$ cat src/rtl/mac_pipe_acc.sv
// mac_pipe_acc: two-stage pipelined signed multiply-accumulate for the TABLA PE ALU.
// Stage 1 registers the full-width product and control. Stage 2 adds the product
// to either the sign-extended pre_result or the current output, then wraps or
// saturates into the guarded OUT_LEN-bit result.
module mac_pipe_acc #(
   parameter int LEN     = 8,
   parameter int OUT_LEN = 2*LEN+4,
   parameter int SAT     = 1
) (
   input  logic               clk,
   input  logic               reset,
   input  logic               in_valid,
   input  logic               mode,
   input  logic               first,
   input  logic               last,
   input  logic [LEN-1:0]     in1,
   input  logic [LEN-1:0]     in2,
   input  logic [LEN-1:0]     pre_result,
   output logic [OUT_LEN-1:0] out,
   output logic               out_valid,
   output logic               overflow,
   output logic               ovf_sticky,
   output logic               done
);

   localparam logic [OUT_LEN-1:0] SAT_MAX = {1'b0, {(OUT_LEN-1){1'b1}}};
   localparam logic [OUT_LEN-1:0] SAT_MIN = {1'b1, {(OUT_LEN-1){1'b0}}};

   // Stage 1 state
   logic                 s1_valid_q;
   logic [2*LEN-1:0]     s1_prod_q, s1_prod_d;
   logic [OUT_LEN-1:0]   s1_pre_q, s1_pre_d;
   logic                 s1_mode_q, s1_first_q, s1_last_q;

   // Stage 2 / output state
   logic [OUT_LEN-1:0]   out_q, out_d;
   logic                 out_valid_q;
   logic                 overflow_q, overflow_d;
   logic                 ovf_sticky_q, ovf_sticky_d;
   logic                 done_q, done_d;

   // Stage 2 intermediates
   logic                 fresh;
   logic [OUT_LEN-1:0]   base;
   logic [OUT_LEN:0]     sum;

   // Stage 1 combinational: signed product formed from sign-extended operands
   // (low 2*LEN bits of the unsigned product are the exact signed product).
   always_comb begin
      s1_prod_d = {{LEN{in1[LEN-1]}}, in1} * {{LEN{in2[LEN-1]}}, in2};
      s1_pre_d  = {{(OUT_LEN-LEN){pre_result[LEN-1]}}, pre_result};
   end

   // Stage 1 registers; control is only captured with a valid operand.
   always_ff @(posedge clk) begin
      if (reset) begin
         s1_valid_q <= 1'b0;
         s1_prod_q  <= '0;
         s1_pre_q   <= '0;
         s1_mode_q  <= 1'b0;
         s1_first_q <= 1'b0;
         s1_last_q  <= 1'b0;
      end else begin
         s1_valid_q <= in_valid;
         if (in_valid) begin
            s1_prod_q  <= s1_prod_d;
            s1_pre_q   <= s1_pre_d;
            s1_mode_q  <= mode;
            s1_first_q <= first;
            s1_last_q  <= last;
         end
      end
   end

   // Stage 2 combinational: choose base, add with one guard bit, wrap or clamp.
   // The clamped value is written to out and is what the next op accumulates on.
   always_comb begin
      fresh      = ~s1_mode_q | s1_first_q;
      base       = fresh ? s1_pre_q : out_q;
      sum        = {{(OUT_LEN+1-2*LEN){s1_prod_q[2*LEN-1]}}, s1_prod_q}
                 + {base[OUT_LEN-1], base};
      overflow_d = sum[OUT_LEN] ^ sum[OUT_LEN-1];
      if ((SAT != 0) && overflow_d)
         out_d = sum[OUT_LEN] ? SAT_MIN : SAT_MAX;
      else
         out_d = sum[OUT_LEN-1:0];
      ovf_sticky_d = overflow_d | (~fresh & ovf_sticky_q);
      done_d       = s1_valid_q & (~s1_mode_q | s1_last_q);
   end

   // Output registers; result and flags hold when no op leaves stage 2.
   always_ff @(posedge clk) begin
      if (reset) begin
         out_q        <= '0;
         out_valid_q  <= 1'b0;
         overflow_q   <= 1'b0;
         ovf_sticky_q <= 1'b0;
         done_q       <= 1'b0;
      end else begin
         out_valid_q <= s1_valid_q;
         done_q      <= done_d;
         if (s1_valid_q) begin
            out_q        <= out_d;
            overflow_q   <= overflow_d;
            ovf_sticky_q <= ovf_sticky_d;
         end
      end
   end

   assign out        = out_q;
   assign out_valid  = out_valid_q;
   assign overflow   = overflow_q;
   assign ovf_sticky = ovf_sticky_q;
   assign done       = done_q;

endmodule
$ cat config.mk
export PLATFORM = sky130hd
export DESIGN_NAME = mac_pipe_acc
export DESIGN_NICKNAME = d
export VERILOG_FILES = /design/src/rtl/mac_pipe_acc.sv
export SDC_FILE = /design/constraint.sdc
export NUM_CORES = 1
export LEC_CHECK = 0
export CORE_ASPECT_RATIO = 0.7
export CORE_MARGIN = 3
export CORE_UTILIZATION = 46
export CTS_CLUSTER_DIAMETER = 80
export CTS_CLUSTER_SIZE = 24
export DETAILED_ROUTE_END_ITERATION = 7
export GPL_ROUTABILITY_DRIVEN = 0
export PLACE_DENSITY = 0.66
export SYNTH_ARGS = -nofsm -noshare
export SYNTH_HDL_FRONTEND = slang
export SYNTH_SLANG_ARGS = --single-unit
$ cat constraint.sdc
create_clock -name clk -period 13.7 [get_ports clk]
set_input_delay 1.37 -clock clk [delete_from_list [all_inputs] [get_ports clk]]
set_output_delay 1.37 -clock clk [all_outputs]
set_load 0.02 [all_outputs]
Word level (Yosys, flattened, before mapping). Index checks and enable logic that the tools add are counted.

Multiply operators: 1. Bitwise logic cells: 8. Mux-type cells: 3. $add $sub $neg: 1.

Operator list (count): 20-bit 2-to-1 mux (3); 16-bit by 20-bit adder with 21-bit output (1); 8-bit by 8-bit multiplier with 16-bit output (1); 1-bit bitwise OR (3); 1-bit bitwise AND (2); 1-bit inverter (2); 1-bit XOR (1).

Flip-flop bits (word level): 52. Output and inout bits: 24.

Depth between registers and ports, before layout. Gate-level depths: netlist of run 1.

Depth in word-level cells: 6. Gate-level depth with buffers: 18. Gate-level depth less buffers: 18.

Least setup slack after synthesis of run 1. OpenSTA, ideal clock, no wires.

Kind: input-to-reg. Start point: input in1[7]. End point: register s1_prod_q[14]. Slack: 8.265 ns. Stages on the path: 16. Data required time: 13.594 ns. Data arrival time: 5.329 ns. Path through: and2_1 -> fa_1 -> inv_1 -> fa_1 -> inv_1 -> fa_1 -> inv_1 -> fa_1 -> inv_1 -> ha_1 -> o21ai_0 -> a21oi_1 -> o21a_1 -> o21a_1 -> or4_1 -> o311ai_0.

Word-level cells in the longest chain between the ends: 1.

RTL lines: start, declared (line 16) `input logic [LEN-1:0] in1,`; 8-bit by 8-bit multiplier with 16-bit output (line 50) `s1_prod_d = {{LEN{in1[LEN-1]}}, in1} * {{LEN{in2[LEN-1]}}, in2};`; end signal, assigned (line 66) `s1_prod_q <= s1_prod_d;`; end, declared (line 31) `logic [2*LEN-1:0] s1_prod_q, s1_prod_d;`.

No other way between the ends. A chain may end at the register's enable or synchronous reset.

Worst setup path in the final report of run 1.
Start point: input in1[3]. End point: register s1_prod_q[15].

The elaborated chain is that of the path after synthesis.

==> impl_metrics.ini, run 1 <==
[global_routing]
globalRouteOverflowTotal = 0
antenna_violations_before_repair = 0
grt_max_degree = 54
global_route_wire_length_before_repair_um = 22580
grt_util_all_layers = 0.1952
via_count_of_the_first_global_routing_pass = 4662

[floorplanning]
start_util = 0.4781
chipHeight_um = 99.02
floorplan.core_area_mm2 = 0.01189
fp.dieArea_mm2 = 0.01375
die_width_um = 138.9
ios = 54
row_count = 33

[routing]
drt_wl_total_um = 12870
via_per_inst = 5.296
postRouteAntennaNets = 0
wl_per_cell_um = 15.59
detail_route.drc_violations = 0
detail_route.first_pass.iterations = 4
drt_iter0_markers = 264
routed-via-count = 4369

[power_and_ir_drop]
power_report.internal_total_uw = 558.8
cellPowerDensity_mw_per_mm2 = 151.7
power_uw = 988.5
switchingPower_uw = 429.7
power.share.switching = 0.4347
comb_power_share = 0.650
pwr-share-seq = 0.198
vdd.ir_drop.worst_v = 0.00008009
power.clock.fraction = 0.153
leakage_power_of_the_design_nw = 3.008

[cts]
clkTransAtPathRegs_ns = 0.07
clk_root_buffer_cell = sky130_fd_sc_hd__clkbuf_16
cts.repair.resized = 0
cts_tree = yes
number_of_post_cts_setup_repair_buffers = 0
cts_max_level = 2
clock_path_buffers = 2
clkLatencyLatePin_ns = 0.30
tritoncts.num_buffers = 5
clock_sink_count = 52
post_cts_hold_buffer_count = 0

[worst_setup_path]
critical_path.slowest_cell = sky130_fd_sc_hd__clkdlybuf4s50_1
crit-reg2reg-launch = s1_mode_q
critical_path.reg2reg.endpoint = out[1]
timing.critical_path.max_delay_family = adder cells
cp_data_arrival_time_ns = 6.29
worst-path-buf-inv = 5
cp-end-kind = flop
cp_cell_sequence = clkdlybuf4s50_1 -> and2_1 -> fa_1 -> inv_1 -> fa_1 -> inv_1 -> fa_1 -> inv_1 -> fa_1 -> inv_1 -> ha_1 -> a2111oi_0 -> o21ai_0 -> a21oi_1 -> a21oi_1 -> xnor2_1 -> a211oi_1
largest_fanout_of_any_net_on_the_critical_path = 8
reg2regPathDepth = 13
setup_slack_on_the_worst_flop_to_flop_path_ns = 9.31
cp.required_ns = 13.91
start_kind = primary input
critical_path_class = primary input to flop
slowest_delay_ns = 0.56

[timing]
finalCritPeriodShare = 0.4437
transition_at_the_pin_with_the_smallest_max_transition_slack_ns = 1.176
finalSetupViolCount = 0
rsz0062_at_grt = no
timing.final.crit_period_ns = 6.078
timing.clock.skew_ns = 0.004377
max_slew_headroom_at_the_worst_pin = 0.2159
clock.fmax_mhz = 164.5
report.final.hold_viol_count = 0
timing.setup.tns_ns = 0
report.final.slew_viol_count = 0

[place]
placement.io_buffers = 53
place_hpwl_um = 10220

[min_path]
whs_endpoint = done
hold_start = s1_last_q
worst_hold_path_type = flop to flop
min_path_cells = 2

[synthesis]
synth_warnings = 0
synth_largest_type_area_fraction = 0.1972
synth_sequential_area_ratio = 0.1831
synthTopCellsByArea = sky130_fd_sc_hd__fa_1, sky130_fd_sc_hd__dfxtp_1, sky130_fd_sc_hd__ha_1
ys_dominant_reg_cell = sky130_fd_sc_hd__dfxtp_1
synth_async_sr_flop_share = 0
post_synth_edffs = 0
synth_top_cell_by_area = sky130_fd_sc_hd__fa_1
syn-num-nets = 760
synthesis.area_mm2 = 0.005685
number_of_register_bits_inferred_by_synthesis = 52
syn_area_per_cell_um2 = 9.097
yosysUniqueCellTypes = 49
syn-instance-count = 625

[job]
cap_violations = 0

[layout]
num_antenna_cells = 0
drive_gt1_frac = 0.1033
area.growth.synth_to_final_pct = 14.61
largest_reg_flops = 20
layout.nets = 802

[status]
run_status = finished clean
==> worst reg2reg max path: stages (launching register included) <==
cell and delay, ns:
sky130_fd_sc_hd__dfxtp_1 0.36, sky130_fd_sc_hd__nor2b_1 0.14, sky130_fd_sc_hd__buf_4 0.29, sky130_fd_sc_hd__mux2_2 0.39
sky130_fd_sc_hd__ha_1 0.22, sky130_fd_sc_hd__fa_1 0.42, sky130_fd_sc_hd__a21oi_1 0.30, sky130_fd_sc_hd__o21ai_1 0.14
sky130_fd_sc_hd__nor2b_1 0.19, sky130_fd_sc_hd__o21ai_2 0.25, sky130_fd_sc_hd__a21oi_1 0.13, sky130_fd_sc_hd__o22ai_2 0.90
sky130_fd_sc_hd__maj3_2 0.45, sky130_fd_sc_hd__a211oi_2 0.07
==> kinds of logic (layout without fill, tap and decap cells) <==
logic type,count (synthesis),in the layout,synth area share
XOR/XNOR,29,29,0.04467
AND/OR/NAND/NOR,166,166,0.1444
buffers and inverters,113,156,0.07768
AO/OA/AOI/OAI,111,111,0.1530
adder cells (fa/ha/maj),124,124,0.3427
multiplexers,30,30,0.05458
flip-flops,52,52,0.1831
==> worst max-delay path by stage <==
stage	startpoint	end	cells after the start
finish	in1[3]	s1_prod_q[15]	17
global route	in2[4]	s1_prod_q[15]	17
global placement	in1[3]	s1_prod_q[15]	17
detailed placement	in1[3]	s1_prod_q[15]	17
CTS	in1[3]	s1_prod_q[15]	17
floorplan	in1[7]	s1_prod_q[14]	16
==> cell usage after synthesis, types with 3 or more instances <==
| library cell | count |
|---|---|
| sky130_fd_sc_hd__nand2b_1 | 8 |
| sky130_fd_sc_hd__o21a_1 | 8 |
| sky130_fd_sc_hd__nor3_1 | 8 |
| sky130_fd_sc_hd__dfxtp_1 | 52 |
| sky130_fd_sc_hd__nand2_1 | 29 |
| sky130_fd_sc_hd__xnor2_1 | 19 |
| sky130_fd_sc_hd__mux2_2 | 8 |
| sky130_fd_sc_hd__a211oi_1 | 5 |
| sky130_fd_sc_hd__clkbuf_1 | 17 |
| sky130_fd_sc_hd__and2_1 | 37 |
| sky130_fd_sc_hd__a211oi_2 | 20 |
| sky130_fd_sc_hd__inv_1 | 91 |
| sky130_fd_sc_hd__maj3_2 | 19 |
| sky130_fd_sc_hd__nor2b_1 | 5 |
| sky130_fd_sc_hd__ha_1 | 49 |
| sky130_fd_sc_hd__nand3_1 | 4 |
| sky130_fd_sc_hd__nand4_1 | 3 |
| sky130_fd_sc_hd__a21o_1 | 24 |
| sky130_fd_sc_hd__o21ai_0 | 10 |
| sky130_fd_sc_hd__o21bai_1 | 3 |
| sky130_fd_sc_hd__mux2i_1 | 22 |
| sky130_fd_sc_hd__fa_1 | 56 |
| sky130_fd_sc_hd__xor2_1 | 10 |
| sky130_fd_sc_hd__a21oi_1 | 22 |
| sky130_fd_sc_hd__nor2_1 | 60 |
| sky130_fd_sc_hd__o21ai_1 | 4 |
==> cell type report <==
| class | instances | area, um2 |
|---|---|---|
| fill | 1088 | 5375 |
| multi-input combinational | 460 | 4203 |
| sequential | 52 | 1042 |
| timing repair buffer | 57 | 555.5 |
| inverter | 91 | 341.6 |
| tap | 157 | 196.4 |
| clock buffer | 6 | 138.9 |
| clock inverter | 2 | 38.79 |
==> layout by cell type, fill, tap and decap left out, drive strengths merged, types with 4 or more instances in the layout <==
cell and instances:
a211oi 25, a21o 24, a21oi 23, and2 37, buf 5, clkbuf 6
clkdlybuf4s50 52, dfxtp 52, fa 56, ha 49, inv 91, maj3 19
mux2 8, mux2i 22, nand2 30, nand2b 8, nand3 4, nor2 60
nor2b 5, nor3 8, o21a 8, o21ai 16, xnor2 19, xor2 10
==> per-stage QoR <==
stage | util | area, um2 | hold slack (ns) | worst slack (ns) | cells
final | 0.5480 | 6516 | 0.4561 | 7.622 | 825
after global routing | 0.5480 | 6516 | 0.4997 | 7.133 | 825
after CTS | 0.5480 | 6516 | 0.4636 | 7.639 | 825
after detailed placement | 0.5330 | 6339 | 0.4527 | 7.329 | 817
after global placement | 0.5330 | 6339 | 0.4397 | 7.398 | 817
after floorplan | - | 5685 | 0.4249 | 8.265 | 625
==> power by group through the flow <==
stage | clock network (mW) | logic [mW] | registers [mW]
after floorplan | 0 | 0.496 | 0.199
after global placement | 0 | 0.623 | 0.198
after detailed placement | 0 | 0.633 | 0.199
after CTS | 0.153 | 0.640 | 0.195
after global routing | 0.159 | 0.732 | 0.198
final | 0.151 | 0.642 | 0.195
==> routing by layer <==
layer  global-route usage  vias up  routed length (um)
met5                    0        -                   0
met4              0.02256        0                  65
met3              0.03104        9                 588
met2               0.3047       91                5568
met1               0.2958     2117                6643
li1                     -     2152                   -
No activity file was read; power rests on OpenSTA's default activity.
==> run 2: changes to the inputs <==
==> constraint.sdc (replaced) <==
create_clock -name clk -period 5.9 [get_ports clk]
set_input_delay 0.59 -clock clk [delete_from_list [all_inputs] [get_ports clk]]
set_output_delay 0.59 -clock clk [all_outputs]
set_load 0.02 [all_outputs]
==> run 2 against run 1 <==
Compared with the run above:
- flip-flop and latch count stayed put
- utilization barely moved
- final cell count rose by 0.36%
- critical path type unchanged
- largest cell class unchanged
==> impl_metrics.ini, run 2 (synthesis gave the netlist of run 1 again) <==
[worst_setup_path]
cp-end-kind = flop
critical_path_class = primary input to flop
largest_fanout_of_any_net_on_the_critical_path = 8
cp_cell_sequence = clkdlybuf4s50_1 -> and2_1 -> fa_1 -> inv_1 -> fa_1 -> inv_1 -> fa_1 -> inv_1 -> fa_1 -> inv_1 -> ha_1 -> a2111oi_0 -> o21ai_0 -> a21oi_1 -> a21oi_1 -> xnor2_1 -> a211oi_1
setup_slack_on_the_worst_flop_to_flop_path_ns = 1.89
timing.critical_path.max_delay_family = adder cells
worst-path-buf-inv = 5
start_kind = primary input
slowest_delay_ns = 0.56
critical_path.slowest_cell = sky130_fd_sc_hd__clkdlybuf4s50_1
cp.required_ns = 6.11
cp_data_arrival_time_ns = 5.49

[cts]
clock_path_buffers = 2
clkTransAtPathRegs_ns = 0.07
clk_root_buffer_cell = sky130_fd_sc_hd__clkbuf_16
tritoncts.num_buffers = 5
post_cts_hold_buffer_count = 0
clock_sink_count = 52
clkLatencyLatePin_ns = 0.30
cts_max_level = 2
cts_tree = yes
number_of_post_cts_setup_repair_buffers = 0
cts.repair.resized = 0

[place]
placed_cells_incl_taps = 820
place_ws_ns = 0.3558
dpl-instance-area_mm2 = 0.006361
placement.io_buffers = 53
place_hpwl_um = 9881

[power_and_ir_drop]
switchingPower_uw = 986.2
power_report.internal_total_mw = 1.258
pwr-share-seq = 0.202
power_mw = 2.245
comb_power_share = 0.663
vdd.ir_drop.worst_v = 0.0001767
leakage_power_of_the_design_nw = 3.006
cellPowerDensity_mw_per_mm2 = 344.7
power.share.switching = 0.4394
power.clock.fraction = 0.135

[routing]
wl_per_cell_um = 14.90
drt_wl_total_um = 12340
drt_iter0_markers = 212
routed-via-count = 4358
postRouteAntennaNets = 0
via_per_inst = 5.263
detail_route.drc_violations = 0
detail_route.first_pass.iterations = 5

[layout]
num_antenna_cells = 0
finish.instance_area_mm2 = 0.006511
layout.nets = 805
layout.cells.non_filler = 828
drive_gt1_frac = 0.1058
layout.cells.most_common_list = sky130_fd_sc_hd__inv_1, sky130_fd_sc_hd__nor2_1, sky130_fd_sc_hd__fa_1, sky130_fd_sc_hd__clkdlybuf4s50_1, sky130_fd_sc_hd__dfxtp_1
layout.cells.most_common = sky130_fd_sc_hd__inv_1
largest_reg_flops = 20
area.growth.synth_to_final_pct = 14.52

[timing]
timing.final.crit_period_ns = 5.275
final_critical_path_setup_slack_ns = 0.6252
finalSetupViolCount = 0
max_slew_headroom_at_the_worst_pin = 0.3773
report.final.hold_viol_count = 0
finalCritPeriodShare = 0.8940
transition_at_the_pin_with_the_smallest_max_transition_slack_ns = 0.9340
timing.clock.skew_ns = 0.005046
rsz0062_at_grt = no
clock.fmax_mhz = 189.6
timing.setup.tns_ns = 0
report.final.slew_viol_count = 0

[job]
cap_violations = 0

[global_routing]
via_count_of_the_first_global_routing_pass = 4436
globalRouteOverflowTotal = 0
antenna_violations_before_repair = 0
grt_util_all_layers = 0.1846
grt_max_degree = 54
global_route_wire_length_before_repair_um = 21360

[status]
run_status = finished clean

[floorplanning]
chipHeight_um = 99.02
start_util = 0.4781
floorplan.core_area_mm2 = 0.01189
die_width_um = 138.9
row_count = 33
ios = 54
fp.dieArea_mm2 = 0.01375

[min_path]
worst_hold_path_type = flop to flop
## run 2: cell count changes in the layout (fill, tap and decap cells not counted), sizes merged
cell | before | now
clkinv | 1 | 0
bufinv | 1 | 0
clkbuf | 6 | 7
buf | 5 | 8
clkinvlp | 0 | 1
## run 2: stage by stage
step / utilization / hold WS (ns)
after floorplan: - / 0.4249
after global routing: 0.5476 / 0.4907
after global placement: 0.5349 / 0.4386
final: 0.5476 / 0.4648
after CTS: 0.5476 / 0.4735
after detailed placement: 0.5349 / 0.4597
## run 2: path summary, 6_finish.rpt
kind              startpoint            end  depth (start not counted)
setup / recovery      in1[3]  s1_prod_q[15]                         17
hold / removal     s1_mode_q           done                          1
setup reg to reg   s1_mode_q         out[7]                         14
hold reg to reg    s1_mode_q           done                          1
## run 2: worst reg2reg max path: cells and delay by family, from the launching register on
kind                       cells  cell delay, ns
AOI/OAI and AO/OA              6            1.27
adders and majority gates      3            0.89
buffers and inverters          2            0.61
muxes                          1            0.40
DFF                            1            0.35
and+or+nand+nor                2            0.32
## run 2: routing by layer
layer / part of all wire / routed length [um] / vias up / global-route usage
li1: - / - / 2170 / -
met1: 0.54 / 6658 / 2092 / 0.2859
met2: 0.41 / 5067 / 89 / 0.2775
met3: 0.046 / 564 / 7 / 0.03589
met4: 0.0040 / 49 / 0 / 0.01729
met5: 0 / 0 / - / 0
## run 2: layout make-up
cell class	count	area, um2
fillers	1097	5380
flip-flops and latches	52	1042
inverters	91	341.6
repair buffers	60	578.1
multi-input cells	460	4203
clock inverters	1	7.507
well taps	157	196.4
clock buffers	7	142.6
## run 2: power groups by stage
stage	clock, mW	combinational, mW	sequential, mW
finish	0.303	1.49	0.454
global route	0.326	1.68	0.460
CTS	0.309	1.49	0.454
detailed placement	0	1.47	0.462
global placement	0	1.45	0.460
floorplan	0	1.15	0.462
